### src/rtl/sfifo_param_if.sv
// Producer/consumer handshake bundle for sfifo_param. The "slave" side is the FIFO;
// the "master" side is the producer/consumer pair driving push/pop.
interface sfifo_param_if #(
   parameter int DATA_W = 8,
   parameter int DEPTH  = 16
);
   logic [DATA_W-1:0]        data_in;
   logic                     push;
   logic                     full;
   logic                     almost_full;
   logic [DATA_W-1:0]        data_out;
   logic                     pop;
   logic                     empty;
   logic                     almost_empty;
   logic [$clog2(DEPTH):0]   count;
   logic                     overflow;
   logic                     underflow;

   modport master (
      output data_in, push, pop,
      input  full, almost_full, data_out, empty, almost_empty, count, overflow, underflow
   );
   modport slave (
      input  data_in, push, pop,
      output full, almost_full, data_out, empty, almost_empty, count, overflow, underflow
   );
endinterface

### src/rtl/sfifo_param.sv
// Parametrised single-clock FIFO with thresholds, occupancy count, sticky
// overflow/underflow flags and optional first-word-fall-through read port.
module sfifo_param #(
   parameter int DATA_W    = 8,
   parameter int DEPTH     = 16,
   parameter int AF_THRESH = DEPTH - 2,
   parameter int AE_THRESH = 2,
   parameter bit FWFT      = 1'b0
) (
   input logic          clk,
   input logic          rst,
   sfifo_param_if.slave bus
);
   localparam int AW = $clog2(DEPTH);
   localparam int CW = AW + 1;

   logic [DATA_W-1:0] mem [DEPTH];
   logic [CW-1:0]     wr_ptr, rd_ptr, occ;
   logic              is_full, is_empty, do_push, do_pop;
   logic              ovf, unf;
   logic [DATA_W-1:0] head;

   // Occupancy falls out of the wrap-extended pointers, so every status flag
   // is decoded from registered state only.
   assign occ      = wr_ptr - rd_ptr;
   assign is_full  = (occ == CW'(DEPTH));
   assign is_empty = (occ == '0);
   assign do_push  = bus.push && !is_full;
   assign do_pop   = bus.pop && !is_empty;
   assign head     = mem[rd_ptr[AW-1:0]];

   always_ff @(posedge clk) begin
      if (rst) begin
         wr_ptr <= '0;
         rd_ptr <= '0;
         ovf    <= 1'b0;
         unf    <= 1'b0;
      end else begin
         if (do_push) wr_ptr <= wr_ptr + CW'(1);
         if (do_pop)  rd_ptr <= rd_ptr + CW'(1);
         if (bus.push && is_full)  ovf <= 1'b1;
         if (bus.pop && is_empty)  unf <= 1'b1;
      end
   end

   always_ff @(posedge clk) begin
      if (!rst && do_push) mem[wr_ptr[AW-1:0]] <= bus.data_in;
   end

   generate
      if (FWFT) begin : g_fwft
         assign bus.data_out = is_empty ? '0 : head;
      end else begin : g_std
         logic [DATA_W-1:0] rdata;
         always_ff @(posedge clk) begin
            if (rst)         rdata <= '0;
            else if (do_pop) rdata <= head;
         end
         assign bus.data_out = rdata;
      end
   endgenerate

   assign bus.count        = occ;
   assign bus.full         = is_full;
   assign bus.empty        = is_empty;
   assign bus.almost_full  = (occ >= CW'(AF_THRESH));
   assign bus.almost_empty = (occ <= CW'(AE_THRESH));
   assign bus.overflow     = ovf;
   assign bus.underflow    = unf;
endmodule

### src/flat_wrapper.sv
// flat-port wrapper written by rule: the top's interface ports become plain ports
module sfifo_param_flat 
#(
   parameter int DATA_W    = 8,
   parameter int DEPTH     = 16,
   parameter int AF_THRESH = DEPTH - 2,
   parameter int AE_THRESH = 2,
   parameter bit FWFT      = 1'b0
)
  (clk, rst, bus_data_in, bus_push, bus_pop, bus_full, bus_almost_full, bus_data_out, bus_empty, bus_almost_empty, bus_count, bus_overflow, bus_underflow);
  sfifo_param_if #(.DATA_W(DATA_W), .DEPTH(DEPTH)) bus_i ();
  input logic clk;
  input logic rst;
  input wire logic [$bits(bus_i.data_in)-1:0] bus_data_in;
  input wire logic [$bits(bus_i.push)-1:0] bus_push;
  input wire logic [$bits(bus_i.pop)-1:0] bus_pop;
  output wire logic [$bits(bus_i.full)-1:0] bus_full;
  output wire logic [$bits(bus_i.almost_full)-1:0] bus_almost_full;
  output wire logic [$bits(bus_i.data_out)-1:0] bus_data_out;
  output wire logic [$bits(bus_i.empty)-1:0] bus_empty;
  output wire logic [$bits(bus_i.almost_empty)-1:0] bus_almost_empty;
  output wire logic [$bits(bus_i.count)-1:0] bus_count;
  output wire logic [$bits(bus_i.overflow)-1:0] bus_overflow;
  output wire logic [$bits(bus_i.underflow)-1:0] bus_underflow;
  assign bus_i.data_in = bus_data_in;
  assign bus_i.push = bus_push;
  assign bus_i.pop = bus_pop;
  assign bus_full = bus_i.full;
  assign bus_almost_full = bus_i.almost_full;
  assign bus_data_out = bus_i.data_out;
  assign bus_empty = bus_i.empty;
  assign bus_almost_empty = bus_i.almost_empty;
  assign bus_count = bus_i.count;
  assign bus_overflow = bus_i.overflow;
  assign bus_underflow = bus_i.underflow;
  sfifo_param #(.DATA_W(DATA_W), .DEPTH(DEPTH), .AF_THRESH(AF_THRESH), .AE_THRESH(AE_THRESH), .FWFT(FWFT)) u_core (.clk(clk), .rst(rst), .bus(bus_i));
endmodule
### config.mk
export PLATFORM = sky130hd
export DESIGN_NAME = sfifo_param_flat
export DESIGN_NICKNAME = d
export VERILOG_FILES = /design/src/rtl/sfifo_param_if.sv /design/src/rtl/sfifo_param.sv /design/src/flat_wrapper.sv
export SDC_FILE = /design/constraint.sdc
export NUM_CORES = 1
export LEC_CHECK = 0
export ABC_AREA = 1
export BUFFER_PORTS_ARGS = -buffer_cell sky130_fd_sc_hd__buf_2
export CAP_MARGIN = 20
export CORE_ASPECT_RATIO = 1.75
export CORE_MARGIN = 5
export CORE_UTILIZATION = 46
export DETAILED_ROUTE_END_ITERATION = 10
export PLACE_DENSITY = 0.75
export SLEW_MARGIN = 20
export SYNTH_ARGS = -nofsm -noshare
export SYNTH_HDL_FRONTEND = slang
export SYNTH_SLANG_ARGS = --single-unit
### constraint.sdc
create_clock -name clk -period 7.21 [get_ports clk]
set_clock_uncertainty 0.1 [all_clocks]
set_input_delay 0.721 -clock clk [delete_from_list [all_inputs] [get_ports clk]]
set_output_delay 0.721 -clock clk [all_outputs]
set_load 0.05 [all_outputs]
Yosys cells after proc, flatten, opt, wreduce, memory -nomap -nowiden
Memory sizes are Yosys's and may differ from the RTL's. A register that Yosys moved wholly into a read port is not among the register bits. Cells that the tools add are included.

$lt $le $gt $ge: 2. Equal/unequal tests: 1. Reduce and logical (&&, ||, !) cells: 9. Add/sub/neg operators: 3. Multiplexer cells: 2.

Operators with widths (number): adder 5 x 1 -> 5 bit, second input constant (2); == test 5 bit, second input constant (1); >= comparator 5 x 4 -> 1 bit, second input constant (1); less-or-equal comparator 5 x 2 -> 1 bit, second input constant (1); logical AND 1 bit (5); zero test 5 bit (1); subtractor 5 bit (1); zero test 1 bit (3); two-way mux 1 bit (2).

Output and inout bits: 19. Word-level logic and storage cells: 22. Memories kept: 1. Memory bits (writable): 128. Flip-flop bits (word level): 12. Bits of input ports: 12.

Memory list: u_core.mem (depth 16, bits a word 8, read ports 1, clocked after Yosys merged registers in 1, wr ports 1, RTL line sfifo_param.sv:17) `logic [DATA_W-1:0] mem [DEPTH];`.

Logic depth before layout (Yosys ltp)
Gate-level depths: netlist of run 1.

Depth after elaboration: 7. Depth in mapped cells: 14. Gate-level depth less buffers: 13.

Least setup slack after synthesis of run 1
No wires, ideal clock.

Path type: register to output. Start point: register u_core.wr_ptr[0]. End point: output port bus_almost_empty. Buffers on the path: 0. Path slack: 3450 ps. Required time: 6389 ps. Cell stages (with the launch flop): 10. Arrival: 2939 ps. Path through: dfxtp_1 -> inv_1 -> ha_1 -> fa_1 -> nand3b_1 -> nand2_1 -> nand2_1 -> nand2_1 -> inv_1 -> a211oi_1.

Longest elaborated chain between the ends: 2.

Ends and longest elaborated chain: from (decl) (RTL line sfifo_param.sv:18) `logic [CW-1:0] wr_ptr, rd_ptr, occ;`; from (signal assigned) (RTL line sfifo_param.sv:39) `if (do_push) wr_ptr <= wr_ptr + CW'(1);`; subtractor 5 bit (RTL line sfifo_param.sv:25) `assign occ = wr_ptr - rd_ptr;`; named net bus_count[4] (RTL line flat_wrapper.sv:22) `output wire logic [$bits(bus_i.count)-1:0] bus_count;`; less-or-equal comparator 5 x 2 -> 1 bit (RTL line sfifo_param.sv:67) `assign bus.almost_empty = (occ <= CW'(AE_THRESH));`; to (decl) (RTL line flat_wrapper.sv:21) `output wire logic [$bits(bus_i.almost_empty)-1:0] bus_almost_empty;`.

The timed path passes the listed nets, and every way through them passes these cells.

Worst setup path after layout of run 1
Start point: register u_core.rd_ptr[1]. End point: output port bus_empty.

Longest elaborated chain between the ends: 2.

Ends and longest elaborated chain: from (decl) (RTL line sfifo_param.sv:18); from (signal assigned) (RTL line sfifo_param.sv:40) `if (do_pop) rd_ptr <= rd_ptr + CW'(1);`; subtractor 5 bit (RTL line sfifo_param.sv:25); zero test 5 bit (RTL line sfifo_param.sv:27) `assign is_empty = (occ == '0);`; to (decl) (RTL line flat_wrapper.sv:20) `output wire logic [$bits(bus_i.empty)-1:0] bus_empty;`.

Every way passes these cells.

==> results of run 1 <==
==> synth_stat cells, types with 2 or more instances <==
| cell type | instances | area [um^2] |
|---|---|---|
| buf_6 | 2 | 22.5 |
| nand2_2 | 2 | 12.5 |
| nor2_1 | 151 | 567 |
| inv_1 | 43 | 161 |
| nor2_4 | 2 | 22.5 |
| dfxtp_1 | 20 | 400 |
| buf_1 | 2 | 7.51 |
| o21ai_1 | 12 | 60.1 |
| nand2_1 | 93 | 349 |
| inv_2 | 4 | 15.0 |
| clkbuf_1 | 11 | 41.3 |
| o21ai_0 | 68 | 340 |
| a21oi_1 | 9 | 45.0 |
| edfxtp_1 | 128 | 3840 |
| buf_2 | 11 | 55.1 |
| o211ai_1 | 16 | 120 |
| nand3_1 | 18 | 90.1 |
| ha_1 | 9 | 113 |
| nand3b_1 | 2 | 15.0 |
==> metal layers <==
metal / up-vias / GRT usage [%] / wire length, um
met5: - / 0 / 0
met4: 0 / 11.4 / 796
met3: 61 / 3.53 / 803
met2: 192 / 34.3 / 8250
met1: 2122 / 20.8 / 5630
li1: 2126 / - / -
==> power breakdown <==
group	leakage, nW	total [mW]	switching (mW)	internal (mW)
clock	0.268	0.836	0.360	0.476
sequential	1.32	0.977	0.0228	0.955
combinational	1.11	0.479	0.359	0.120
==> cells in the final DEF, fill, tap and decap left out, types with 2 or more instances in the layout <==
cell / instances
nand2_1: 93
o211ai_1: 16
a21oi_1: 9
inv_2: 4
buf_2: 31
o21ai_0: 68
dfxtp_2: 2
nor2_1: 151
clkinvlp_4: 3
nand2_2: 2
ha_1: 9
nor2_4: 2
nand3_1: 18
inv_6: 4
clkinv_2: 3
nand3b_1: 2
clkinv_4: 3
o21ai_1: 12
inv_1: 43
edfxtp_1: 128
dfxtp_1: 18
clkbuf_16: 17
==> registers in the layout, summed over array words and instances (netlist names) <==
name	count
u_core.bus.data_out	8
u_core.bus.overflow	1
u_core.bus.underflow	1
u_core.mem	128
u_core.rd_ptr	5
u_core.wr_ptr	5
==> critical path, delay by kind of cell (launching register included) <==
family                   cells  cell delay, ps
flip-flops                   1             700
adder cells (fa/ha/maj)      1             420
AND/OR/NAND/NOR              4             670
buffers and inverters        3             750
==> path summary, 6_finish.rpt <==
path | start | end | slack, ps | cells past startpoint
setup / recovery | u_core.rd_ptr[1] | bus_empty | 3420 | 8
hold / removal | u_core.bus.underflow | u_core.bus.underflow | 370 | 1
setup reg to reg | u_core.rd_ptr[1] | u_core.mem[13][1] | 3780 | 11
hold reg to reg | u_core.bus.underflow | u_core.bus.underflow | 370 | 1
==> through the flow <==
| step | total power [mW] | cells |
|---|---|---|
| after floorplan | 1.36 | 614 |
| after global placement | 1.46 | 795 |
| after detailed placement | 1.47 | 795 |
| after CTS | 2.30 | 827 |
| after global routing | 2.38 | 828 |
| final | 2.29 | 828 |
==> cell families (layout without fill, tap and decap cells) <==
| kind of cell | Yosys count | in the layout | synth area share [%] |
|---|---|---|---|
| and+or+nand+nor | 273 | 273 | 17.2 |
| DFF | 148 | 148 | 66.4 |
| AOI/OAI and AO/OA | 108 | 108 | 9.21 |
| buffers and inverters | 74 | 111 | 4.86 |
| adders and majority gates | 10 | 10 | 2.08 |
| xor gates and xnor gates | 1 | 1 | 0.255 |
==> area by class of cell <==
type                       count  area (um^2)  area share, %
clock buffer                  17          425           5.91
clock inverter                15          133           1.84
inverter                      47          176           2.45
multi-input combinational    392         1830           25.5
sequential                   148         4250           59.0
tap                          177          221           3.08
timing repair buffer          32          163           2.26
==> results_dict.tcl, run 1 <==
set metrics [dict create \
    async_reset_ff_share_pct 0 \
    worstMarginPinSlew_ps 876 \
    core_area_mm2 0.0138 \
    holdBufCountCts 0 \
    numCtsBuffers 17 \
    drive_gt1_share_pct 11.7 \
    wl_per_cell_um 18.7 \
    initial_core_util_pct 46.4 \
    cp.required_ps 6390 \
    start_kind "register" \
    portBuffers 30 \
    grt_overflow 0 \
    firstDrtPassIters 6 \
    synth_cell_types 30 \
    grt_pass1_wl_um 23700 \
    ant_nets 0 \
    grt_pass1_vias 4423 \
    critPathMostFrequentCell "nand3_1" \
    fin_area_mm2 0.00720 \
    yosys_warnings 0 \
    critical_path.cell_chain "inv_2 -> ha_1 -> nand3_1 -> nand3_1 -> nand2_1 -> nand4_2 -> inv_1 -> buf_2" \
    drc_errors 0 \
    cp.arrival_ps 2970 \
    syn2layout_area_growth_pct 12.7 \
    hold_path_class "register to register" \
    core.rowCount 57 \
    postPlaceCellArea_mm2 0.00664 \
    vias 4501 \
    dp_hpwl_um 10400 \
    slew_violations 0 \
    powerDensity_mw_per_mm2 318 \
    place_ws_ps 3350 \
    dieArea_mm2 0.0164 \
    critPathMaxStageDelay_ps 700 \
    detail_route.iter0.violations 317 \
    synthFlopType "edfxtp_1" \
    grt_use_total_pct 19.3 \
    finalHoldViolCount 0 \
    nets 660 \
    synth_nets 636 \
    die_h_um 166 \
    synth_edf_count 128 \
    netlist_area_mm2 0.00639 \
    diodes 0 \
    ys_seq_elements 148 \
    viasPerCell 5.44 \
    max_slew_margin_pct 41.5 \
    cts-root-buf "clkbuf_16" \
    cts.repair.resized 0 \
    maxCapViolations 0 \
    final.period_utilization_pct 52.6 \
    syn_inst 614 \
    nFillCells 1177 \
    whs_ps 367 \
    grt_max_degree 70 \
    status "finished, final reports clean" \
    routed_wl_um 15500 \
    leakage_nw 2.69 \
    fin_crit_ps 3790 \
    syn_avg_cell_area_um2 10.4 \
    setup_violations 0 \
    io_pins 31 \
    yosysSeqAreaShare_pct 66.4 \
    htreeDepth 4 \
    ir_worst_vdd_mv 0.140 \
    clock_path_buffers 2 \
    cts_tree "built" \
    cp_max_fo 36 \
    rsz0062_at_grt "false" \
    setup.worst_path.end_class "output port" \
    cpMaxStageDelayCell "dfxtp_2" \
    die_w_um 99.1 \
    clock-sinks 148 \
    cts_setup_buffers 0 \
    clkTransAtPathRegs_ps 60 \
    clock_latency_ps 420 \
    antenna_found_initial 0 \
    fin_util_pct 52.3 \
    path_class "register to output port" \
    fin_setup_tns_ps 0 \
    max_clock_freq_mhz 264 \
    place.gp.congestion 0.885 \
    setup_slack_ps 3420 \
]
Power figures use the tool's default switching activity.
==> inputs of run 2 (changes only) <==
clock period = 3.6 ns   (was 7.21 ns; I/O delays follow)
==> run 2 against run 1 <==
Net effect:
- register-to-register slack lost 3300 ps
- largest cell class unchanged
- via count rose by 1.3%
- first-iteration DRC count increased by 19%
==> results_dict.tcl, run 2 (synthesis gave the netlist of run 1 again) <==
set metrics [dict create \
    slew_violations 0 \
    hold_path_class "input port to register" \
    cp.arrival_ps 2750 \
    detail_route.iter0.violations 376 \
    core_area_mm2 0.0138 \
    die_w_um 99.1 \
    core.rowCount 57 \
    clock_latency_ps 430 \
    hold_depth 2 \
    dp_hpwl_um 10700 \
    die_h_um 166 \
    diodes 0 \
    powerDensity_mw_per_mm2 650 \
    start_kind "register" \
    reg2reg_to "u_core.mem[11][5]" \
    grt_pass1_wl_um 24500 \
    clock-sinks 148 \
    final_cell_mix "nor2_1, edfxtp_1, nand2_1" \
    cp_max_fo 13 \
    path_class "register to output port" \
    worstMarginPinSlew_ps 910 \
    critical_path.cell_chain "inv_1 -> ha_1 -> fa_1 -> nand3b_1 -> nand2_1 -> nand2_1 -> nand2_1 -> nand4_2 -> inv_1 -> buf_2" \
    grt_overflow 0 \
    crit_family "simple AND/OR/NAND/NOR gates" \
    critPathMostFrequentCell "nand2_1" \
    holdBufCountCts 0 \
    setup_slack_ps 386 \
    leakage_nw 2.73 \
    fin_crit_ps 3210 \
    rsz0062_at_grt "false" \
    firstDrtPassIters 5 \
    largest_register_ffs 128 \
    final.period_utilization_pct 89.3 \
    setup.worst_path.end_class "output port" \
    status "finished, final reports clean" \
    ir_worst_vdd_mv 0.226 \
    cts_setup_buffers 0 \
    viasPerCell 5.49 \
    place_ws_ps 512 \
    r2r-start "u_core.wr_ptr[0]" \
    crit_buf_inv 3 \
    syn2layout_area_growth_pct 13.6 \
    finalHoldViolCount 0 \
    io_pins 31 \
    holdCritStartpoint "rst" \
    drive_gt1_share_pct 12.1 \
    final_common_cell "nor2_1" \
    place.gp.congestion 1.01 \
    critPathMaxStageDelay_ps 430 \
    grt_use_total_pct 19.8 \
    maxCapViolations 0 \
    r2r_setup_slack_ps 470 \
    grt_max_degree 69 \
    fin_setup_tns_ps 0 \
    critical_path_depth 10 \
    routed_wl_um 15600 \
    portBuffers 30 \
    min_to "u_core.bus.overflow" \
    finalNonFillerCells 831 \
    numCtsBuffers 17 \
    dp_cells 799 \
    cpMaxStageDelayCell "dfxtp_1" \
    cp.required_ps 3140 \
    nets 663 \
    htreeDepth 4 \
    ant_nets 0 \
    grt_pass1_vias 4619 \
    wl_per_cell_um 18.8 \
    cts-root-buf "clkbuf_16" \
    drc_errors 0 \
    crit_path_start "u_core.wr_ptr[0]" \
    cts_tree "built" \
    cts.repair.resized 0 \
    vias 4559 \
    antenna_found_initial 0 \
    dieArea_mm2 0.0164 \
    clock_path_buffers 2 \
    max_slew_margin_pct 39.2 \
    max_clock_freq_mhz 311 \
    reg2regPathDepth 11 \
    clkTransAtPathRegs_ps 70 \
    initial_core_util_pct 46.4 \
    setup_violations 0 \
]
run 2: worst max path at each step:
stage / to / slack (ps)
floorplan: bus_almost_empty / 200
global placement: u_core.mem[5][3] / 690
detailed placement: u_core.mem[12][0] / 510
CTS: bus_empty / 390
global route: bus_empty / 160
finish: bus_empty / 390
run 2: report_power, final:
| part | switching, mW | leakage (nW) | internal (mW) |
|---|---|---|---|
| Sequential | 0.0323 | 1.32 | 1.91 |
| Clock | 0.731 | 0.288 | 1.04 |
| Combinational | 0.761 | 1.12 | 0.247 |
run 2: final cells by class:
class                           count  area [um^2]
Fill cell                        1143         6510
Sequential cell                   148         4250
Multi-Input combinational cell    392         1830
Clock buffer                       17          425
Tap cell                          177          221
Timing Repair Buffer               35          188
Inverter                           47          176
Clock inverter                     15          166
run 2: per-stage QoR:
step	hold WS (ps)	util (%)	area, um^2	power (mW)
floorplan	332	-	6390	2.72
global placement	345	48.4	6670	2.95
detailed placement	374	48.4	6670	2.98
CTS	21.5	52.7	7260	4.73
global route	27.7	52.7	7260	4.90
finish	22.6	52.7	7260	4.72
run 2: routing by layer:
metal	global-route usage, %	part of all wire, %	vias to the layer above
met3	4.37	5.6	71
met1	20.1	34	2132
met5	0	0	-
met2	36.4	54	221
li1	-	-	2135
met4	11.1	6.1	0
run 2: worst reg2reg max path, stage by stage, from the launching register on:
cell      delay (ps)
dfxtp_1          430
inv_1            120
ha_1             220
fa_1             420
nand3b_1         200
nand2_1           90
nand2_1           70
nand3_1          150
nor2_4            80
nor2_4           150
nand2_4          170
nor2_1           560
==> inputs of run 3 (changes only) <==
PLACE_DENSITY = 0.77   (was 0.75)
clock period = 2.84 ns   (was 3.6 ns; I/O delays follow)
==> run 3 against run 2 <==
Net effect:
- final area rose by 2.9%
- clock power increased by 23%
- core utilization increased by 1.6 points
- global-route usage is 0.060 points lower
- sequential share of layout area is 1.7 points lower
- critical path depth unchanged
- wire length increased by 1.0%
- count of clock-buffer cells in the layout is 1 higher
- power is 27% higher
- first-iteration DRC count grew 35%
- largest power group unchanged
==> results_dict.tcl, run 3 (synthesis gave the netlist of run 1 again) <==
set metrics [dict create \
    portBuffers 30 \
    core_area_mm2 0.0138 \
    initial_core_util_pct 46.4 \
    antenna_found_initial 0 \
    leakage_nw 2.84 \
    start_kind "register" \
    largest_register_ffs 128 \
    drc_errors 0 \
    grt_pass1_wl_um 24400 \
    firstDrtPassIters 5 \
    die_w_um 99.1 \
    grt_overflow 0 \
    drive_gt1_share_pct 15.8 \
    core.rowCount 57 \
    io_pins 31 \
    die_h_um 166 \
    finalPower_mw 5.99 \
    p_comb_share_pct 22.9 \
    slew_violations 0 \
    final.period_utilization_pct 96.5 \
    power_frac_seq_pct 41.0 \
    detail_route.iter0.violations 509 \
    numCtsBuffers 17 \
    dp_hpwl_um 10600 \
    worstMarginPinSlew_ps 795 \
    crit_buf_inv 3 \
    worstSetupEndpoint "bus_almost_empty" \
    setup_violations 0 \
    finalHoldViolCount 0 \
    powerDensity_mw_per_mm2 802 \
    place_ws_ps 162 \
    power_frac_clock_pct 36.2 \
    wl_per_cell_um 18.5 \
    diodes 0 \
    grt_use_total_pct 19.7 \
    grt_pass1_vias 4618 \
    switchingPower_mw 1.89 \
    cp_max_fo 3 \
    critical_path.cell_chain "inv_1 -> ha_2 -> fa_2 -> nand3b_1 -> nand2_1 -> nand2_1 -> nand2_2 -> inv_1 -> a211oi_2 -> buf_6" \
    setup.worst_path.end_class "output port" \
    htreeDepth 4 \
    cp.required_ps 2460 \
    dieArea_mm2 0.0164 \
    setup_slack_ps 99.5 \
    crit_family "adder cells" \
    critPathMaxStageDelay_ps 380 \
    cts-root-buf "clkbuf_16" \
    crit_path_start "u_core.wr_ptr[0]" \
    maxCapViolations 0 \
    path_class "register to output port" \
    final_cell_mix "nor2_1, edfxtp_1, nand2_1" \
    swShare_pct 31.5 \
    place.gp.congestion 0.959 \
    nFillCells 1096 \
    finalNonFillerCells 855 \
    viasPerCell 5.40 \
    syn2layout_area_growth_pct 16.9 \
    vias 4621 \
    r2r-start "u_core.rd_ptr[0]" \
    cts_tree "built" \
    final_common_cell "nor2_1" \
    whs_ps 113 \
    p_int_mw 4.10 \
    clock_path_buffers 2 \
    r2r_setup_slack_ps 120 \
    fin_util_pct 54.3 \
    status "finished, final reports clean" \
    grt_max_degree 69 \
    ir_worst_vdd_mv 0.342 \
    cp.arrival_ps 2360 \
    hold_path_class "input port to register" \
    reg2reg_to "u_core.bus.data_out[2]" \
    clkTransAtPathRegs_ps 70 \
    fin_crit_ps 2740 \
    clock-sinks 148 \
    dp_cells 818 \
    routed_wl_um 15800 \
    reg2regPathDepth 10 \
    nets 687 \
    ant_nets 0 \
    max_clock_freq_mhz 365 \
    critical_path_depth 10 \
    max_slew_margin_pct 47.0 \
    clock_latency_ps 420 \
    cpMaxStageDelayCell "fa_2" \
]
[run 3: layer usage]
metal / share of wire, % / global-route usage [%] / routed length (um) / vias up
met5: 0 / 0 / 0 / -
met4: 6.4 / 13.1 / 1010 / 0
met3: 4.7 / 3.78 / 738 / 67
met2: 53 / 35.0 / 8390 / 190
met1: 36 / 20.7 / 5670 / 2184
li1: - / - / - / 2180
[run 3: how the worst min path moves through the flow]
stage / startpoint / to / slack [ps] / cells after the start
2_1_floorplan: rst / u_core.bus.overflow / 260 / 1
3_3_place_gp: u_core.bus.underflow / u_core.bus.underflow / 350 / 1
3_5_place_dp: u_core.bus.underflow / u_core.bus.underflow / 350 / 1
4_1_cts: bus_push / u_core.bus.overflow / 90 / 3
5_1_grt: bus_push / u_core.bus.overflow / 90 / 3
6_report: bus_push / u_core.bus.overflow / 110 / 3
[run 3: per-stage QoR]
step                      area, um^2  setup TNS [ps]
after floorplan                 6400           -20.7
after global placement          6820               0
after detailed placement        6820               0
after CTS                       7430           -1.70
after global routing            7470           -38.2
final                           7470               0
[run 3: cell type report]
class,instances,area (um^2),area share [%]
inverter,47,176,2.36
multi-input combinational,392,1860,24.9
timing repair buffer,59,382,5.11
clock buffer,18,429,5.74
tap,177,221,2.96
sequential,148,4250,56.8
clock inverter,14,153,2.04
[run 3: power by group through the flow]
stage	combinational [mW]	sequential, mW	clock, mW
finish	1.37	2.45	2.17
global route	1.48	2.46	2.30
detailed placement	1.28	2.50	0
global placement	1.26	2.50	0
CTS	1.33	2.45	2.19
floorplan	0.860	2.60	0
[run 3: what timing repair did]
item                                    in CTS  in global routing
hold endpoints to repair                     1                  0
pin swaps                                    0                  5
gates resized for setup                      4                  7
hold buffers                                 1                  0
endpoints found under the setup margin       2                 14
setup buffers                                1                  3
[run 3: worst register-to-register path, cell delays in order, from the launching register on]
cell and delay [ps]:
dfxtp_2 330, buf_4 510, inv_2 540, o21ai_0 510
o21ai_1 140, nand2_1 140, nand2_1 80, inv_1 70
nand2_1 60, nor2_1 90, nor2_1 60
